$ cat src/rtl/vend_dispense_sequencer.sv
// vend_dispense_sequencer
//
// Runs one complete vend after the vending controller has charged a purchase.
// A request lights the product's dispense LED for DISPENSE_TICKS cycles. It then
// pays the change owed, one coin per cycle, always the largest coin that fits
// (quarter, then dime, then nickel). It ends with a one-cycle vend_ack. A request
// whose change is not a multiple of 5, or is above MAX_CHANGE, is rejected with a
// one-cycle err pulse.
//
// Ports
//   clk_1Hz      in   sequencer tick (1 Hz clock enable domain)
//   clr          in   asynchronous, active-high reset
//   vend_req     in   one-cycle request, sampled only while idle
//   product[1:0] in   product index, sampled with vend_req
//   change_in[7:0] in change owed in cents, sampled with vend_req
//   busy         out  high from acceptance through the ack cycle
//   product_led[3:0] out one-hot dispense LED
//   coin_q/d/n   out  one-cycle quarter / dime / nickel pay-out pulses
//   change_left[7:0] out change still to be paid
//   vend_ack     out  one-cycle pulse at sequence completion
//   err          out  one-cycle pulse for a rejected request
//
// Every output is a flop. The comb blocks compute the values that the outputs take
// after the next edge.

module vend_dispense_sequencer #(
  parameter int unsigned DISPENSE_TICKS = 2,
  parameter int unsigned MAX_CHANGE     = 35
) (
  input  logic       clk_1Hz,
  input  logic       clr,
  input  logic       vend_req,
  input  logic [1:0] product,
  input  logic [7:0] change_in,
  output logic       busy,
  output logic [3:0] product_led,
  output logic       coin_q,
  output logic       coin_d,
  output logic       coin_n,
  output logic [7:0] change_left,
  output logic       vend_ack,
  output logic       err
);

  localparam logic [3:0] TicksInit = 4'(DISPENSE_TICKS - 1);
  localparam logic [7:0] MaxChange = 8'(MAX_CHANGE);

  typedef enum logic [2:0] {
    StIdle,
    StDispense,
    StChange,
    StDone,
    StError
  } state_e;

  state_e     state_q, state_d;
  logic [3:0] cnt_q, cnt_d;

  logic       busy_d;
  logic [3:0] product_led_d;
  logic       coin_q_d, coin_d_d, coin_n_d;
  logic [7:0] change_left_d;
  logic       vend_ack_d, err_d;

  logic req_ok;
  logic pay;

  assign req_ok = ((change_in % 8'd5) == 8'd0) && (change_in <= MaxChange);

  // The coin is chosen on the edge that leaves DISPENSE. This puts the first coin in
  // the cycle right after the LED goes dark. The same choice is made on every edge
  // while in CHANGE.
  assign pay = ((state_q == StDispense) && (cnt_q == 4'd0)) || (state_q == StChange);

  // State and output registers
  always_ff @(posedge clk_1Hz or posedge clr) begin
    if (clr) begin
      state_q     <= StIdle;
      cnt_q       <= 4'd0;
      busy        <= 1'b0;
      product_led <= 4'd0;
      coin_q      <= 1'b0;
      coin_d      <= 1'b0;
      coin_n      <= 1'b0;
      change_left <= 8'd0;
      vend_ack    <= 1'b0;
      err         <= 1'b0;
    end else begin
      state_q     <= state_d;
      cnt_q       <= cnt_d;
      busy        <= busy_d;
      product_led <= product_led_d;
      coin_q      <= coin_q_d;
      coin_d      <= coin_d_d;
      coin_n      <= coin_n_d;
      change_left <= change_left_d;
      vend_ack    <= vend_ack_d;
      err         <= err_d;
    end
  end

  // Next state and tick counter
  always_comb begin
    state_d = state_q;
    cnt_d   = cnt_q;
    unique case (state_q)
      StIdle: begin
        if (vend_req) begin
          if (req_ok) begin
            state_d = StDispense;
            cnt_d   = TicksInit;
          end else begin
            state_d = StError;
          end
        end
      end
      StDispense: begin
        if (cnt_q != 4'd0) begin
          cnt_d = cnt_q - 4'd1;
        end else begin
          state_d = (change_left != 8'd0) ? StChange : StDone;
        end
      end
      // change_left already reflects the coin shown in this cycle.
      StChange: begin
        if (change_left == 8'd0) state_d = StDone;
      end
      StDone:  state_d = StIdle;
      StError: state_d = StIdle;
      default: state_d = StIdle;
    endcase
  end

  // Next registered output values
  always_comb begin
    busy_d        = 1'b0;
    product_led_d = 4'd0;
    coin_q_d      = 1'b0;
    coin_d_d      = 1'b0;
    coin_n_d      = 1'b0;
    change_left_d = 8'd0;
    vend_ack_d    = 1'b0;
    err_d         = 1'b0;

    unique case (state_q)
      StIdle: begin
        if (vend_req) begin
          if (req_ok) begin
            busy_d        = 1'b1;
            product_led_d = 4'b0001 << product;
            change_left_d = change_in;
          end else begin
            err_d = 1'b1;
          end
        end
      end
      StDispense, StChange: begin
        busy_d        = 1'b1;
        change_left_d = change_left;
        if (!pay) begin
          product_led_d = product_led;
        end else if (change_left >= 8'd25) begin
          coin_q_d      = 1'b1;
          change_left_d = change_left - 8'd25;
        end else if (change_left >= 8'd10) begin
          coin_d_d      = 1'b1;
          change_left_d = change_left - 8'd10;
        end else if (change_left != 8'd0) begin
          coin_n_d      = 1'b1;
          change_left_d = change_left - 8'd5;
        end else begin
          vend_ack_d = 1'b1;
        end
      end
      default: ;
    endcase
  end

endmodule

$ cat config.mk
export PLATFORM = sky130hd
export DESIGN_NAME = vend_dispense_sequencer
export DESIGN_NICKNAME = d
export VERILOG_FILES = /design/src/rtl/vend_dispense_sequencer.sv
export SDC_FILE = /design/constraint.sdc
export NUM_CORES = 1
export LEC_CHECK = 0
export CAP_MARGIN = 20
export CELL_PAD_IN_SITES_DETAIL_PLACEMENT = 1
export CELL_PAD_IN_SITES_GLOBAL_PLACEMENT = 1
export CORE_UTILIZATION = 41
export DETAILED_ROUTE_END_ITERATION = 8
export PLACE_DENSITY = 0.9
export SYNTH_ARGS = -nofsm -noshare
export SYNTH_HDL_FRONTEND = slang
export SYNTH_SLANG_ARGS = --single-unit
export TNS_END_PERCENT = 20
$ cat constraint.sdc
create_clock -name clk_1Hz -period 2.7 [get_ports clk_1Hz]
set_input_delay 0.54 -clock clk_1Hz [delete_from_list [all_inputs] [get_ports clk_1Hz]]
set_output_delay 0.54 -clock clk_1Hz [all_outputs]
set_load 0.02 [all_outputs]
==> reports/metrics.cfg <==
[power_and_ir_drop]
seq_power_share_pct = 27.3
p_int_w = 0.00117
p_leak_nw = 1.32
combPwrFrac_pct = 61.7
swShare_pct = 47.0
switching_power_w = 0.00104
p_per_area_nw_per_um2 = 753
irDropWorstVdd_mv = 0.284
power_frac_clock_pct = 11.1

[detailed_routing]
drt_iter0_markers = 164
first_pass_iters = 4
ant_nets = 0
vias = 2231
wire_per_inst_um = 18.7
drc = 0
viasPerCell = 5.89
routed_wl_um = 7080

[logic_synthesis]
ys_seq_area_share_pct = 30.6
netlist.area_leader.share_pct = 30.6
synth-edff-count = 0
netlist_top_cells_area = dfrtp_1 (31%), ha_1 (6.7%), nor2_1 (4.8%), nand2_1 (3.9%), a21oi_1 (3.7%)
synth-seq-cells = 25
synth.distinct_cells = 64
syn_avg_cell_area_um2 = 8.60
syn_area_um2 = 2050
ys_async_sr_fraction_pct = 100
synth_nets = 262
yosysTopAreaCell = dfrtp_1
syn-instance-count = 238
synth_ff_type = dfrtp_1
ys_warn_count = 0

[place]
pre_cts_ws_ps = -958
port_buffers = 30
hpwl_um = 5140
place_congestion = 0.868
dpl-instance-area_um2 = 2740

[clocking]
root_buffer = clkbuf_8
clk_pin_slew_worst_paths_ps = 100
htree_levels = 1
cts_buffers = 3
holdBufCountCts = 0
cts_tree = built
cts.sink_count = 25
clock_latency_ps = 290
cts_max_path_buffers = 2

[setup_path]
path_buf_inv = 3
critPathSlowestCell = a221o_1
cp-end-kind = flip-flop
crit_type = in -> reg
crit_chain = buf_2, buf_6, xnor2_2, a21oi_2, o32ai_2, o21ai_2, and2_4, ha_4, a21oi_2, a31o_1, a21oi_2, buf_4, nor3_4, o211a_4, a221o_1
crit_path_max_fanout = 7
timing.critical_path.mode_cell = a21oi_2
slowest_delay_ps = 340
required_ps = 2870
cp_data_arrival_time_ps = 3020
critical_path.top_delay_family = compound AO/OA/AOI/OAI gates
start_kind = input port

[floorplan]
initial_core_util_pct = 43.0
dieArea_um2 = 5280
coreArea_um2 = 4750
io_pins = 31
rows = 25
die_h_um = 72.6
fp.dieW_um = 72.6

[finish]
layout-drive-gt1-share_pct = 28.5
final_nets = 337
mostFrequentLayoutCell = buf_4
fin_util_pct = 61.6
layout_common_cells = buf_4 (47), nor2_1 (25), dfrtp_1 (25), clkdlybuf4s50_1 (24), nand2_1 (21)
syn_to_final_growth_pct = 43.2
stdcell_area_um2 = 2930
antenna_cells = 0

[sta]
timing.fmax_mhz = 350
final.period_utilization_pct = 106
rsz0062_at_grt = true
setup_tns_ps = -1230
fin_ws_ps = -154
slew_headroom_pct = 64.3
hold_slack_ps = 527
setup_viol = 16
slew_violations = 0
fin_worst_skew_ps = 11.1
tightest_slew_ps = 532
hold_violations = 0
fin_crit_ps = 2850

[run_status]
outcome = complete, but fails checks
violations = negative setup slack

[global_routing]
grt_max_degree = 26
grtUsageTotal_pct = 27.4
grt_pass1_wl_um = 11000
grt_pass1_vias = 2230
antenna_found_initial = 0
overflow = 0

[run]
cap_viol_max_count = 0

[worst_hold_path]
hold_class = reg -> reg

==> flip-flops by register name (all words and copies together) (netlist names) <==
signal and flops:
coin_q 1, coin_n 1, err 1, product_led 4
change_left 8, busy 1, cnt_q 4, state_q 3
vend_ack 1, coin_d 1
==> synth_stat cells, types with 3 or more instances <==
| cell | instances |
|---|---|
| a21oi_1 | 15 |
| xor2_1 | 3 |
| o221ai_1 | 5 |
| a22oi_1 | 4 |
| dfrtp_1 | 25 |
| o31ai_1 | 3 |
| ha_1 | 11 |
| nor2_1 | 26 |
| mux2i_1 | 3 |
| a221o_1 | 3 |
| nor4b_1 | 3 |
| xnor2_1 | 5 |
| o211ai_1 | 4 |
| o21ai_0 | 11 |
| nand3_1 | 5 |
| inv_1 | 12 |
| and2_1 | 6 |
| a22o_1 | 3 |
| nor3b_1 | 3 |
| nor2b_1 | 4 |
| clkbuf_1 | 3 |
| nor3_1 | 3 |
| buf_2 | 5 |
| nand2_1 | 21 |
| nand2b_1 | 7 |
==> stage by stage <==
step                total power [W]  cells
finish                      0.00221    379
global route                0.00236    379
CTS                         0.00216    377
detailed placement          0.00189    367
global placement            0.00179    367
floorplan                   0.00143    238
==> layer usage <==
layer / part of all wire, % / global-route usage [%]
met5: 0 / 0
met4: 3.5 / 10.5
met1: 41 / 31.0
met3: 3.0 / 2.35
met2: 52 / 52.6
==> power groups by stage <==
stage,registers [W],logic [W],clock network [W]
finish,0.000602,0.00136,0.000244
detailed placement,0.000606,0.00128,0
global route,0.000619,0.00148,0.000259
global placement,0.000597,0.00120,0
floorplan,0.000649,0.000779,0
CTS,0.000599,0.00132,0.000241
==> logic make-up after synthesis <==
group                      after synthesis  share of synthesized area [%]
and+or+nand+nor                         93                           25.0
buffers and inverters                   22                           4.89
xor gates and xnor gates                 8                           3.43
DFF                                     25                           30.6
AOI/OAI and AO/OA                       76                           27.9
adders and majority gates               11                           6.73
muxes                                    3                           1.47
==> area by class of cell <==
type	count	area [um2]
timing repair buffer	80	696
sequential	25	626
inverter	12	45.0
clock inverter	1	7.51
tap	67	83.8
clock buffer	3	41.3
fill	568	1820
multi-input combinational	191	1430
==> worst min-delay path, delay by kind of cell (launching register included) <==
family / cells / cell delay, ps
AND/OR/NAND/NOR: 1 / 70
AO/OA/AOI/OAI: 1 / 60
flip-flops: 1 / 370
==> what timing repair did <==
action,in CTS,in global routing
cloned,0,0
pin swaps,12,13
buffers inserted,6,3
setup endpoints to repair,18,18
gates resized for setup,34,16
==> final timing paths <==
path / slack, ps / to / from / cells past startpoint
min in group asynchronous: 600 / cnt_q[2] / clr / 3
hold reg to reg: 530 / product_led[0] / product_led[0] / 2
setup reg to reg: 310 / change_left[7] / change_left[1] / 10
hold / removal: 530 / product_led[0] / product_led[0] / 2
setup / recovery: -150 / change_left[2] / change_in[4] / 15
max in group asynchronous: 1840 / change_left[4] / clr / 3
Note: power is estimated with default switching activity, not from simulation.
